File: config.mk
export PLATFORM = sky130hd
export DESIGN_NAME = fpga_bitstream_loader_flat
export DESIGN_NICKNAME = d
export VERILOG_FILES = /design/src/rtl/fpga_bitstream_loader_pkg.sv /design/src/rtl/fpga_bitstream_loader_if.sv /design/src/rtl/fpga_bitstream_loader_serdes.sv /design/src/rtl/fpga_bitstream_loader.sv /design/src/flat_wrapper.sv
export SDC_FILE = /design/constraint.sdc
export NUM_CORES = 1
export LEC_CHECK = 0
export CAP_MARGIN = 10
export CELL_PAD_IN_SITES_DETAIL_PLACEMENT = 2
export CELL_PAD_IN_SITES_GLOBAL_PLACEMENT = 2
export CORE_UTILIZATION = 42
export CTS_CLUSTER_SIZE = 30
export DETAILED_ROUTE_END_ITERATION = 10
export DONT_BUFFER_PORTS = 1
export GPL_TIMING_DRIVEN = 1
export PLACE_DENSITY_LB_ADDON = 0.08
export SLEW_MARGIN = 20
export SYNTH_ARGS = -nofsm -noshare
export SYNTH_HDL_FRONTEND = slang
export SYNTH_SLANG_ARGS = --single-unit
File: constraint.sdc
create_clock -name clk -period 3.16 [get_ports clk]
set_clock_uncertainty 0.05 [all_clocks]
set_input_delay 0.316 -clock clk [delete_from_list [all_inputs] [get_ports clk]]
set_output_delay 0.316 -clock clk [all_outputs]
set_load 0.02 [all_outputs]
File: src/rtl/fpga_bitstream_loader_pkg.sv
`default_nettype none
// ============================================================================
//  Module      : loader_pkg
//  Description : Shared types and constants for the bitstream loader.
//  Revision    : 1.0 - initial release
// ============================================================================
package loader_pkg;

  localparam int BYTE_W = 8;
  localparam int BIDX_W = $clog2(BYTE_W);

  typedef enum logic [1:0] {
    LD_IDLE  = 2'd0,
    LD_FETCH = 2'd1,
    LD_SHIFT = 2'd2
  } ld_state_e;

  // Bits to shift out of the next byte: a full byte, or whatever is left.
  function automatic logic [3:0] chunk_bits(input logic [31:0] remaining);
    return (remaining >= 32'(BYTE_W)) ? 4'(BYTE_W) : remaining[3:0];
  endfunction

endpackage
`default_nettype wire

File: src/rtl/fpga_bitstream_loader_if.sv
`default_nettype none
// ============================================================================
//  Module      : fpga_bitstream_loader_if
//  Description : Host-side byte streams, start/busy/done of the loader.
//  Revision    : 1.0 - initial release
// ============================================================================
interface fpga_bitstream_loader_if;
  import loader_pkg::*;

  logic              start;
  logic [BYTE_W-1:0] in_data;
  logic              in_valid;
  logic              in_ready;
  logic [BYTE_W-1:0] rb_data;
  logic              rb_valid;
  logic              rb_ready;
  logic              busy;
  logic              done;

  // Host side: feeds the bitstream, drains readback.
  modport master (
    output start, in_data, in_valid, rb_ready,
    input  in_ready, rb_data, rb_valid, busy, done
  );

  // Loader side.
  modport slave (
    input  start, in_data, in_valid, rb_ready,
    output in_ready, rb_data, rb_valid, busy, done
  );

endinterface
`default_nettype wire

File: src/rtl/fpga_bitstream_loader_serdes.sv
`default_nettype none
// ============================================================================
//  Module      : prog_serdes
//  Description : Byte PISO driving the chain input and byte SIPO capturing
//                the chain tail, indexed by the loader's bit counter.
//  Revision    : 1.0 - initial release
// ============================================================================
module prog_serdes
  import loader_pkg::*;
(
  input  wire logic              clk,
  input  wire logic              rst_n,
  input  wire logic              load_i,
  input  wire logic              shift_i,
  input  wire logic [BIDX_W-1:0] bit_idx_i,
  input  wire logic [BYTE_W-1:0] par_i,
  output logic                   ser_o,
  input  wire logic              ser_i,
  output logic [BYTE_W-1:0]      cap_o
);

  logic [BYTE_W-1:0] sreg_q;
  logic [BYTE_W-1:0] rbreg_q;

  assign ser_o = sreg_q[0];

  // Capture view including the bit arriving this cycle, so the byte is
  // complete on the same edge that shifts its last bit.
  always_comb begin
    cap_o            = rbreg_q;
    cap_o[bit_idx_i] = ser_i;
  end

  // Load a fresh byte (clearing capture so unused upper bits read 0), or shift.
  always_ff @(posedge clk or negedge rst_n) begin
    if (!rst_n) begin
      sreg_q  <= '0;
      rbreg_q <= '0;
    end else if (load_i) begin
      sreg_q  <= par_i;
      rbreg_q <= '0;
    end else if (shift_i) begin
      sreg_q  <= {1'b0, sreg_q[BYTE_W-1:1]};
      rbreg_q <= cap_o;
    end
  end

endmodule
`default_nettype wire

File: src/rtl/fpga_bitstream_loader.sv
`default_nettype none
// ============================================================================
//  Module      : fpga_bitstream_loader
//  Description : Serial configuration master: shifts CHAIN_LEN bits from a
//                byte stream into the prog chain and returns the displaced
//                chain contents as a readback byte stream.
//  Revision    : 1.0 - initial release
// ============================================================================
module fpga_bitstream_loader
  import loader_pkg::*;
#(
  parameter int CHAIN_LEN = 128,
  parameter int CNT_W     = $clog2(CHAIN_LEN + 1)
) (
  input  wire logic             clk,
  input  wire logic             rst_n,
  fpga_bitstream_loader_if.slave host,
  output logic                  prog_en,
  output logic                  prog_in,
  input  wire logic             prog_out
);

  ld_state_e         state_q, state_d;
  logic [CNT_W-1:0]  sent_q;
  logic [3:0]        nbits_q;
  logic [BIDX_W-1:0] bidx_q;
  logic [BYTE_W-1:0] rb_data_q;
  logic              rb_valid_q;
  logic              done_q;

  logic              w_start_acc;
  logic              w_accept;
  logic              w_shift;
  logic              w_in_ready;
  logic              w_last;
  logic              w_final;
  logic              w_ser;
  logic [BYTE_W-1:0] w_cap;
  logic [31:0]       w_rem;

  assign w_rem   = 32'(CHAIN_LEN) - 32'(sent_q);
  assign w_last  = ({1'b0, bidx_q} == (nbits_q - 4'd1));
  assign w_final = ((32'(sent_q) + 32'd1) == 32'(CHAIN_LEN));

  // Next state and handshake strobes.
  always_comb begin
    state_d     = state_q;
    w_start_acc = 1'b0;
    w_accept    = 1'b0;
    w_shift     = 1'b0;
    w_in_ready  = 1'b0;
    case (state_q)
      LD_IDLE: begin
        if (host.start) begin
          w_start_acc = 1'b1;
          state_d     = LD_FETCH;
        end
      end
      LD_FETCH: begin
        // Only take a byte when its readback will have somewhere to go.
        w_in_ready = !(rb_valid_q && !host.rb_ready);
        if (w_in_ready && host.in_valid) begin
          w_accept = 1'b1;
          state_d  = LD_SHIFT;
        end
      end
      LD_SHIFT: begin
        w_shift = 1'b1;
        if (w_last) state_d = w_final ? LD_IDLE : LD_FETCH;
      end
      default: state_d = LD_IDLE;
    endcase
  end

  // State register.
  always_ff @(posedge clk or negedge rst_n) begin
    if (!rst_n) state_q <= LD_IDLE;
    else        state_q <= state_d;
  end

  // Chain bit counter and per-byte bit index.
  always_ff @(posedge clk or negedge rst_n) begin
    if (!rst_n) begin
      sent_q  <= '0;
      nbits_q <= '0;
      bidx_q  <= '0;
    end else begin
      if (w_start_acc)  sent_q <= '0;
      else if (w_shift) sent_q <= sent_q + CNT_W'(1);
      if (w_accept) begin
        nbits_q <= chunk_bits(w_rem);
        bidx_q  <= '0;
      end else if (w_shift) begin
        bidx_q  <= bidx_q + BIDX_W'(1);
      end
    end
  end

  // Readback holding register and sticky completion flag.
  always_ff @(posedge clk or negedge rst_n) begin
    if (!rst_n) begin
      rb_data_q  <= '0;
      rb_valid_q <= 1'b0;
      done_q     <= 1'b0;
    end else begin
      if (w_shift && w_last) begin
        rb_data_q  <= w_cap;
        rb_valid_q <= 1'b1;
      end else if (rb_valid_q && host.rb_ready) begin
        rb_valid_q <= 1'b0;
      end
      if (w_start_acc)                     done_q <= 1'b0;
      else if (w_shift && w_last && w_final) done_q <= 1'b1;
    end
  end

  prog_serdes u_serdes (
    .clk       (clk),
    .rst_n     (rst_n),
    .load_i    (w_accept),
    .shift_i   (w_shift),
    .bit_idx_i (bidx_q),
    .par_i     (host.in_data),
    .ser_o     (w_ser),
    .ser_i     (prog_out),
    .cap_o     (w_cap)
  );

  assign prog_en       = w_shift;
  assign prog_in       = w_shift & w_ser;
  assign host.in_ready = w_in_ready;
  assign host.rb_data  = rb_data_q;
  assign host.rb_valid = rb_valid_q;
  assign host.busy     = (state_q != LD_IDLE);
  assign host.done     = done_q;

endmodule
`default_nettype wire

File: src/flat_wrapper.sv
// flat-port wrapper written by rule: the top's interface ports become plain ports
module fpga_bitstream_loader_flat import loader_pkg::*;
#(
  parameter int CHAIN_LEN = 128,
  parameter int CNT_W     = $clog2(CHAIN_LEN + 1)
)
  (clk, rst_n, prog_en, prog_in, prog_out, host_start, host_in_data, host_in_valid, host_rb_ready, host_in_ready, host_rb_data, host_rb_valid, host_busy, host_done);
  fpga_bitstream_loader_if host_i ();
  input  wire logic clk;
  input  wire logic rst_n;
  output logic prog_en;
  output logic prog_in;
  input  wire logic prog_out;
  input wire logic [$bits(host_i.start)-1:0] host_start;
  input wire logic [$bits(host_i.in_data)-1:0] host_in_data;
  input wire logic [$bits(host_i.in_valid)-1:0] host_in_valid;
  input wire logic [$bits(host_i.rb_ready)-1:0] host_rb_ready;
  output wire logic [$bits(host_i.in_ready)-1:0] host_in_ready;
  output wire logic [$bits(host_i.rb_data)-1:0] host_rb_data;
  output wire logic [$bits(host_i.rb_valid)-1:0] host_rb_valid;
  output wire logic [$bits(host_i.busy)-1:0] host_busy;
  output wire logic [$bits(host_i.done)-1:0] host_done;
  assign host_i.start = host_start;
  assign host_i.in_data = host_in_data;
  assign host_i.in_valid = host_in_valid;
  assign host_i.rb_ready = host_rb_ready;
  assign host_in_ready = host_i.in_ready;
  assign host_rb_data = host_i.rb_data;
  assign host_rb_valid = host_i.rb_valid;
  assign host_busy = host_i.busy;
  assign host_done = host_i.done;
  fpga_bitstream_loader #(.CHAIN_LEN(CHAIN_LEN), .CNT_W(CNT_W)) u_core (.clk(clk), .rst_n(rst_n), .host(host_i), .prog_en(prog_en), .prog_in(prog_in), .prog_out(prog_out));
endmodule
==> impl_metrics.toml, run 1 <==
[run_status]
status = "completed"

[floorplanning]
initial_core_util_pct = 43.9
rows = 26
die_x_um = 75.3
ios = 28
die_h_um = 75.3
die_area_um2 = 5670
core_area_um2 = 5140

[synthesis]
syn-cell-area_um2 = 2260
ys_ff_latch = 43
syn_inst = 240
synthTopCellsByArea = "dfrtp_1 48%, nand2_1 6.7%, o21ai_0 4.2%"
syn_avg_cell_area_um2 = 9.40
synth_nets = 260
synthArstFlopShare_pct = 100
synth-edff-count = 0
synth_top_cell_by_area = "dfrtp_1"
synth.distinct_cells = 48
synthFlopType = "dfrtp_1"
yosysSeqAreaShare_pct = 47.7
synth_warnings = 0
netlist.area_leader.share_pct = 47.7

[hold_path]
hold_path.class = "primary input to register"
hold_end = "u_core.u_serdes.sreg_q[7]$_DFFE_PN0P_"
hp-start = "host_in_data[7]"
holdPathStages = 2

[power]
netSwitchingFraction_pct = 40.8
p_per_area_nw_per_um2 = 728
p_seq_share_pct = 47.4
combPwrFrac_pct = 33.1
peakVddDrop_mv = 0.294
cellInternalPower_w = 0.00104
clockPowerShare_pct = 19.5
power_leakage_nw = 1.09
p_switching_w = 0.000714

[sta]
worst_pin_slew_ps = 700
tns_ps = 0
setup_ws_ps = 906
setup-violations-final = 0
max_freq_ghz = 0.444
period_share_pct = 71.3
rsz0062_at_grt = "false"
finalCriticalPeriod_ps = 2250
final-max-slew-violation-count = 0
maxSlewHeadroom_pct = 53.3
hold_viol_final = 0

[clock_network]
clk_path_buf_depth = 2
h-tree-depth = 2
cts_buffers = 5
root_buffer = "clkbuf_8"
clkLatencyLatePin_ps = 300
cts_resized = 0
cts_sinks = 43
cts_tree = "built"
clk_pin_slew_worst_paths_ps = 90

[worst_setup_path]
cp-start-kind = "register"
crit_type = "register to register"
slowest_delay_ps = 530
crit_path_top_delay_cell = "o2111ai_2"
reg2reg_slack_ps = 910
required_ps = 3330
crit_buf_inv = 1
arrival_ps = 2430
crit_family = "compound AO/OA/AOI/OAI gates"
cp_max_fo = 15
rr_startpoint = "u_core.state_q[0]$_DFFE_PN0P_"
rr_endpoint = "u_core.host.done$_DFFE_PN0P_"
endpoint_kind = "register"
crit_chain = "nand2b_1, inv_1, o2111ai_2, a22o_1, a21oi_1"
reg2regPathDepth = 5

[cells_and_area]
final_cells = 307
nFillCells = 577
drive_gt1_share_pct = 11.0
finish.utilization_pct = 46.8
syn_to_final_growth_pct = 6.54
diodes = 0
finalNetCount = 256

[global_routing]
gr-usage-met1_pct = 28.0
grt_overflow = 0
grt_first_pass_wirelength_um = 9540
grt_max_degree = 44
grtUsageTotal_pct = 22.8
antenna_found_initial = 0
gr-max-usage-layer = "met2"
use_met2_pct = 41.1
grt_pass1_vias = 1925
met3_usage_pct = 4.89

[route]
vias = 1745
drc = 0
drt_iter0_drc = 55
wl_um = 5800
vias_per_cell = 5.68
antenna_left = 0
wl_per_cell_um = 18.9
dr.pass1.iters = 3

[placed_design]
placedCellCount = 297
portBuffers = 0
gp_congestion = 0.771
place_ws_ps = 914
place_hpwl_um = 4070

[run]
cap_violations = 0
-- logic make-up (layout without fill, tap and decap cells) --
group,count (synthesis),count (layout),synth area share [%]
compound gates,50,50,14.5
xor+xnor,4,4,1.55
fa+ha+maj,6,6,3.33
buf+inv,23,20,4.88
flops,43,43,47.7
mux,13,13,6.38
simple gates,101,101,21.6
-- flip-flops by register name, indices dropped and copies added, names as in the netlist, 2 cells and up --
register and cells:
u_core.sent_q 8, u_core.nbits_q 4, u_core.state_q 2, u_core.u_serdes.rbreg_q 8, u_core.host.rb_data 8, u_core.bidx_q 3
u_core.u_serdes.sreg_q 8
-- how the worst max path moves through the flow --
stage / endpoint / startpoint / cells after the start / slack [ps]
floorplan: prog_in / u_core.state_q[0]$_DFFE_PN0P_ / 5 / 1320
global placement: u_core.host.rb_data[7]$_DFFE_PN0P_ / u_core.state_q[0]$_DFFE_PN0P_ / 4 / 1030
detailed placement: u_core.host.rb_data[7]$_DFFE_PN0P_ / u_core.state_q[0]$_DFFE_PN0P_ / 4 / 910
CTS: u_core.host.done$_DFFE_PN0P_ / u_core.state_q[0]$_DFFE_PN0P_ / 5 / 860
global route: u_core.host.done$_DFFE_PN0P_ / u_core.state_q[0]$_DFFE_PN0P_ / 5 / 750
finish: u_core.host.done$_DFFE_PN0P_ / u_core.state_q[0]$_DFFE_PN0P_ / 5 / 910
-- per-stage QoR --
step,instance area (µm²),hold WS [ps],total power (W)
floorplan,2260,-29.6,0.00125
global placement,2280,-28.6,0.00135
detailed placement,2280,-28.5,0.00141
CTS,2400,79.3,0.00177
global route,2400,72.9,0.00189
finish,2400,85.1,0.00175
-- layer usage --
| layer | up-vias | part of all wire (%) | wire length, µm |
|---|---|---|---|
| met5 | - | 0 | 0 |
| met4 | 0 | 0.95 | 55 |
| met3 | 6 | 2.3 | 134 |
| met2 | 16 | 54 | 3110 |
| met1 | 897 | 43 | 2500 |
| li1 | 826 | - | - |
-- cell usage in the layout, fill, tap and decap left out, drive strengths merged, types with 3 or more instances in the layout --
master | synthesis | routed
mux2 | 8 | 8
nor3 | 3 | 3
mux2i | 5 | 5
and3 | 3 | 3
o21ai | 25 | 25
clkbuf | 7 | 5
inv | 7 | 7
dfrtp | 43 | 43
nor2 | 19 | 19
nand2b | 5 | 5
a22o | 3 | 3
buf | 9 | 4
a22oi | 4 | 4
xnor2 | 3 | 3
nand2 | 40 | 40
clkinv | 0 | 3
ha | 6 | 6
nand3 | 17 | 17
-- cell usage after synthesis (2+ instances only) --
cell and n:
a22o_1 3, o22ai_1 2, clkbuf_1 7, o21ai_1 6, a22oi_1 4, mux2_2 7
nor3b_1 2, o21ai_0 19, nor3_1 3, a21oi_1 2, and3_1 2, nand4b_1 2
nand3b_1 2, nand3_1 17, mux2i_1 5, nor2_1 19, a31oi_1 2, dfrtp_1 43
buf_2 7, buf_6 2, inv_1 7, nand2b_1 5, ha_1 6, xnor2_1 3
nand2_1 40
-- power groups by stage --
stage	Clock (W)	Combinational [W]	Sequential [W]
2_1_floorplan	0	0.000482	0.000768
3_3_place_gp	0	0.000528	0.000822
3_5_place_dp	0	0.000572	0.000837
4_1_cts	0.000353	0.000592	0.000828
5_1_grt	0.000375	0.000661	0.000852
6_report	0.000341	0.000579	0.000828
-- worst register-to-register path, cell delays in order, from the launching register on --
cell and delay [ps]:
dfrtp_1 450, nand2b_1 200, inv_1 460, o2111ai_2 530, a22o_1 340, a21oi_1 150
-- final cells by class --
type	count	area, µm²	share of cell area [%]
Sequential cell	43	1080	44.8
Timing Repair Buffer	5	60.1	2.50
Clock inverter	3	15.0	0.625
Clock buffer	5	68.8	2.86
Tap cell	70	87.6	3.64
Inverter	7	26.3	1.09
Multi-Input combinational cell	174	1070	44.5
-- what timing repair did --
action,CTS,global route
hold endpoints to repair,43,0
hold buffers,2,0
setup buffers,0,0
No activity file was read; power rests on OpenSTA's default activity.
==> run 2, diff against run 1 <==
--- a/config.mk
+++ b/config.mk
@@ -8,7 +8,7 @@
 export CAP_MARGIN = 10
 export CELL_PAD_IN_SITES_DETAIL_PLACEMENT = 2
 export CELL_PAD_IN_SITES_GLOBAL_PLACEMENT = 2
-export CORE_UTILIZATION = 42
+export CORE_UTILIZATION = 39
 export CTS_CLUSTER_SIZE = 30
 export DETAILED_ROUTE_END_ITERATION = 10
 export DONT_BUFFER_PORTS = 1
==> constraint.sdc (replaced) <==
create_clock -name clk -period 2.3 [get_ports clk]
set_clock_uncertainty 0.05 [all_clocks]
set_input_delay 0.23 -clock clk [delete_from_list [all_inputs] [get_ports clk]]
set_output_delay 0.23 -clock clk [all_outputs]
set_load 0.02 [all_outputs]
==> impl_metrics.toml, run 2 (synthesis results as in run 1) <==
[route]
wl_per_cell_um = 19.2
wl_um = 5980
vias_per_cell = 5.69
vias = 1776
drc = 0
dr.pass1.iters = 5
drt_iter0_drc = 68
antenna_left = 0

[cells_and_area]
diodes = 0
multi_input_area_um2 = 1070
syn_to_final_growth_pct = 9.26
regArea_um2 = 1080
layout_common_cells = "43 x dfrtp_1, 40 x nand2_1, 19 x o21ai_0, 19 x nor2_1, 17 x nand3_1"
drive_gt1_share_pct = 11.7
fin_area_um2 = 2460
finalNetCount = 259
nFillCells = 602
final_common_cell = "dfrtp_1"

[sta]
setup-violations-final = 0
setup_ws_ps = 334
final-max-slew-violation-count = 0
hold_viol_final = 0
rsz0062_at_grt = "false"
tns_ps = 0
period_share_pct = 85.5
maxSlewHeadroom_pct = 70.4
worst_pin_slew_ps = 444
max_freq_ghz = 0.509
whs_ps = 13.3
finalCriticalPeriod_ps = 1970

[worst_setup_path]
crit_path_top_delay_cell = "dfrtp_1"
arrival_ps = 2110
slowest_delay_ps = 490
cp_max_fo = 10
reg2regPathDepth = 6
crit_family = "compound AO/OA/AOI/OAI gates"
required_ps = 2440
cp.depth = 6
crit_type = "register to register"
endpoint_kind = "register"
cp-start-kind = "register"
crit_buf_inv = 0
crit_chain = "ha_1, nand3_1, nor2_1, o221ai_1, nand4_2, a31o_1"

[run_status]
status = "completed"

[floorplanning]
rows = 27
die_x_um = 78.1
ios = 28
core_area_um2 = 5540
initial_core_util_pct = 40.7
die_area_um2 = 6090
die_h_um = 78.1

[run]
cap_violations = 0

[global_routing]
grt_pass1_vias = 1910
grt_max_degree = 44
gr-usage-met1_pct = 27.8
grtUsageTotal_pct = 21.5
gr-max-usage-layer = "met2"
met3_usage_pct = 4.77
grt_overflow = 0
grt_first_pass_wirelength_um = 10000
use_met2_pct = 36.5
antenna_found_initial = 0

[clock_network]
clk_path_buf_depth = 2
cts_hold_buf = 3
clkLatencyLatePin_ps = 300
cts_buffers = 5
cts_sinks = 43
cts_setup_buffers = 0
cts_tree = "built"
root_buffer = "clkbuf_8"
h-tree-depth = 2
cts_resized = 0
clk_pin_slew_worst_paths_ps = 90

[placed_design]
dpl_cell_area_um2 = 2300
place_ws_ps = 341
place_hpwl_um = 4020
gp_congestion = 0.798
portBuffers = 0

[power]
power_leakage_nw = 1.12
p_per_area_nw_per_um2 = 1050
peakVddDrop_mv = 0.505
power_w = 0.00259

[hold_path]
hold_path.class = "primary input to register"
holdPathStages = 2
## run 2: per-layer routing
layer  share of wire (%)  vias to the layer above
met2                  51                       33
met5                   0                        -
met4                0.28                        0
met3                 4.0                        2
li1                    -                      831
met1                  45                      910
## run 2: stage by stage
| step | utilization, % | cells |
|---|---|---|
| after floorplan | - | 240 |
| after global placement | 41.5 | 301 |
| final | 44.5 | 312 |
| after detailed placement | 41.5 | 301 |
| after global routing | 44.5 | 312 |
| after CTS | 44.5 | 312 |
## run 2: path summary, 6_finish.rpt
kind / startpoint / end / slack, ps
max: u_core.sent_q[0]$_DFFE_PN0P_ / u_core.state_q[0]$_DFFE_PN0P_ / 330
min: host_in_data[1] / u_core.u_serdes.sreg_q[1]$_DFFE_PN0P_ / 10
max reg2reg: u_core.sent_q[0]$_DFFE_PN0P_ / u_core.state_q[0]$_DFFE_PN0P_ / 330
min reg2reg: u_core.u_serdes.rbreg_q[7]$_DFFE_PN0P_ / u_core.u_serdes.rbreg_q[7]$_DFFE_PN0P_ / 450
max in group asynchronous: rst_n / u_core.host.rb_data[6]$_DFFE_PN0P_ / 1600
min in group asynchronous: rst_n / u_core.sent_q[3]$_DFFE_PN0P_ / 370
## run 2: layout make-up
type                       count  share of cell area, %
sequential                    43                   43.7
multi-input combinational    174                   43.4
tap                           72                   3.65
timing repair buffer           8                   3.45
clock buffer                   6                   3.35
clock inverter                 2                   1.42
inverter                       7                   1.07
## run 2: report_power, final
| part | internal, W | total, W | switching [W] |
|---|---|---|---|
| Clock | 0.000352 | 0.000623 | 0.000272 |
| Combinational | 0.000300 | 0.000820 | 0.000520 |
| Sequential | 0.000923 | 0.00115 | 0.000225 |
## run 2: worst reg2reg max path: cells and delay by family (launching register included)
| kind | cells | cell delay [ps] |
|---|---|---|
| compound gates | 2 | 520 |
| simple gates | 3 | 500 |
| flops | 1 | 490 |
| fa+ha+maj | 1 | 310 |
==> run 3, diff against run 2 <==
--- a/config.mk
+++ b/config.mk
@@ -8,7 +8,7 @@
 export CAP_MARGIN = 10
 export CELL_PAD_IN_SITES_DETAIL_PLACEMENT = 2
 export CELL_PAD_IN_SITES_GLOBAL_PLACEMENT = 2
-export CORE_UTILIZATION = 39
+export CORE_UTILIZATION = 42
 export CTS_CLUSTER_SIZE = 30
 export DETAILED_ROUTE_END_ITERATION = 10
 export DONT_BUFFER_PORTS = 1
@@ -17,4 +17,5 @@
 export SLEW_MARGIN = 20
 export SYNTH_ARGS = -nofsm -noshare
 export SYNTH_HDL_FRONTEND = slang
+export SYNTH_HIERARCHICAL = 1
 export SYNTH_SLANG_ARGS = --single-unit
==> impl_metrics.toml, run 3 <==
[global_routing]
antenna_found_initial = 0
grt_overflow = 0
grt_first_pass_wirelength_um = 10100
grt_pass1_vias = 1931
grtUsageTotal_pct = 21.1
grt_max_degree = 44

[synthesis]
synthFlopType = "dfrtp_1"
synth_compound_area_share_pct = 10.4
synth_top_family_by_area = "simple AND/OR/NAND/NOR gates"
synth_common_cells = "43 x dfrtp_1, 18 x nand2_1, 16 x mux2i_1, 13 x nand2b_1, 12 x mux2_4"
synthTopCellsByArea = "dfrtp_1 42%, mux2_4 7.1%, mux2i_1 6.3%"
synth_xor_area_share_pct = 1.72
synthArstFlopShare_pct = 100
synth_nets = 249
yosysSeqAreaShare_pct = 42.3
synthMuxAreaShare_pct = 16.5
netlist.area_leader.share_pct = 42.3
syn_inst = 229
synth-simple-area-share_pct = 20.8
synth_warnings = 6
synth_fa_ha_area_share_pct = 2.95
synth_most_common_cell = "dfrtp_1"
syn_avg_cell_area_um2 = 11.1
synth.distinct_cells = 53
ys_ff_latch = 43
synth_top_cell_by_area = "dfrtp_1"
syn-cell-area_um2 = 2540
synth-edff-count = 0

[route]
vias = 1732
wl_per_cell_um = 19.8
drt_iter0_drc = 89
vias_per_cell = 5.68
dr.pass1.iters = 4
drc = 0
antenna_left = 0
wl_um = 6030

[cells_and_area]
diodes = 0
regArea_um2 = 1080
final_common_cell = "dfrtp_1"
drive_gt1_share_pct = 21.5
finalNetCount = 252
multi_input_area_um2 = 1330
syn_to_final_growth_pct = 8.21
nFillCells = 576
layout_common_cells = "43 x dfrtp_1, 18 x nand2_1, 16 x mux2i_1, 13 x nand2b_1, 12 x mux2_4"

[clock_network]
clk_pin_slew_worst_paths_ps = 90
cts_buffers = 5
cts_sinks = 43
root_buffer = "clkbuf_8"
clk_path_buf_depth = 2
h-tree-depth = 2
cts_resized = 0
cts_tree = "built"
clkLatencyLatePin_ps = 300

[floorplanning]
rows = 27
die_area_um2 = 6370
initial_core_util_pct = 44.8
die_h_um = 79.8
ios = 28
core_area_um2 = 5680
die_x_um = 79.8

[worst_setup_path]
reg2regPathDepth = 7
crit_family = "flip-flops"
required_ps = 2020
crit_type = "register to primary output"
crit_path_top_delay_cell = "dfrtp_1"
slowest_delay_ps = 590
reg2reg_slack_ps = 170
crit_buf_inv = 2
rr_startpoint = "u_core/nbits_q[0]$_DFFE_PN0P_"
cp_max_fo = 15
endpoint_kind = "primary output"
cp-start-kind = "register"
arrival_ps = 1890
rr_endpoint = "u_core/host.rb_data[5]$_DFFE_PN0P_"
crit_chain = "nand2b_1, inv_2, buf_4, and2_1"

[hold_path]
hp-start = "host_in_data[2]"
holdPathStages = 2
hold_path.class = "primary input to register"
hold_end = "u_core/u_serdes/sreg_q[2]$_DFFE_PN0P_"

[sta]
setup-violations-final = 0
period_share_pct = 94.3
max_freq_ghz = 0.461
hold_viol_final = 0
worst_pin_slew_ps = 695
maxSlewHeadroom_pct = 53.6
finalCriticalPeriod_ps = 2170
final-max-slew-violation-count = 0
tns_ps = 0
setup_ws_ps = 132
rsz0062_at_grt = "false"

[power]
power_leakage_nw = 1.27
peakVddDrop_mv = 0.444
p_per_area_nw_per_um2 = 1050

[run_status]
status = "completed"

[placed_design]
place_hpwl_um = 4070
gp_congestion = 0.814
place_ws_ps = 175
portBuffers = 0

[run]
cap_violations = 0
[run 3: changes by cell type in the layout (fill, tap and decap cells not counted), sizes merged, moves of 7 or more]
cell | before | now
o21ai | 25 | 12
nand2b | 5 | 13
a22o | 3 | 10
nand2 | 40 | 18
nand3 | 17 | 7
mux2 | 8 | 19
nor2 | 19 | 8
mux2i | 5 | 16
[run 3: cells by family (layout without fill, tap and decap cells)]
| group | count (synthesis) | in the layout |
|---|---|---|
| AO/OA/AOI/OAI | 36 | 36 |
| XOR/XNOR | 5 | 5 |
| adder cells (fa/ha/maj) | 6 | 6 |
| buffers and inverters | 22 | 26 |
| flip-flops | 43 | 43 |
| multiplexers | 35 | 35 |
| AND/OR/NAND/NOR | 82 | 82 |
[run 3: worst register-to-register path, delay by kind of cell (launching register included)]
| family | cells | cell delay, ps |
|---|---|---|
| AND/OR/NAND/NOR | 1 | 250 |
| AO/OA/AOI/OAI | 1 | 280 |
| XOR/XNOR | 1 | 140 |
| buffers and inverters | 2 | 230 |
| flip-flops | 1 | 440 |
| adder cells (fa/ha/maj) | 1 | 320 |
| multiplexers | 1 | 310 |
[run 3: worst max path at each step]
stage / from / endpoint / slack [ps] / cells after the start
after CTS: u_core/state_q[1]$_DFFE_PN0P_ / prog_in / 120 / 4
after detailed placement: u_core/nbits_q[0]$_DFFE_PN0P_ / u_core/host.rb_data[5]$_DFFE_PN0P_ / 180 / 7
after global placement: u_core/nbits_q[0]$_DFFE_PN0P_ / u_core/host.rb_data[0]$_DFFE_PN0P_ / 300 / 7
final: u_core/state_q[1]$_DFFE_PN0P_ / prog_in / 130 / 4
after global routing: u_core/state_q[1]$_DFFE_PN0P_ / prog_in / 20 / 4
after floorplan: u_core/nbits_q[0]$_DFFE_PN0P_ / u_core/host.rb_data[0]$_DFFE_PN0P_ / 400 / 7
[run 3: final cells by class]
class,instances,area share (%)
clock buffers,5,2.50
clock inverters,3,1.59
inverters,8,1.09
multi-input cells,164,48.4
flip-flops and latches,43,39.1
well taps,72,3.27
repair buffers,10,4.09
[run 3: timing repair]
item / CTS / global route
hold buffers: 3 / 0
endpoints found under the hold margin: 44 / 0
endpoints found under the setup margin: 0 / 0
setup buffers: 0 / 0
[run 3: metrics by stage]
step                      hold WS (ps)  area, µm²  util (%)  power [W]  std cells
after detailed placement          -115       2590      45.7    0.00229        294
final                             2.76       2750      48.5    0.00290        305
after global routing              3.03       2750      48.5    0.00310        305
after floorplan                   -116       2540         -    0.00203        229
after CTS                         3.86       2750      48.5    0.00294        305
after global placement            -114       2590      45.7    0.00219        294
[run 3: power by group]
group / internal [W] / switching, W
Sequential: 0.000946 / 0.000235
Clock: 0.000324 / 0.000287
Combinational: 0.000499 / 0.000612
[run 3: routing by layer]
layer  up-vias  share of wire (%)  routed length [µm]  track usage, %
li1        820                  -                   -               -
met1       884                 47                2850            28.1
met2        23                 49                2940            34.6
met3         5                3.2                 193            4.46
met4         0               0.91                  55            5.36
met5         -                  0                   0               0
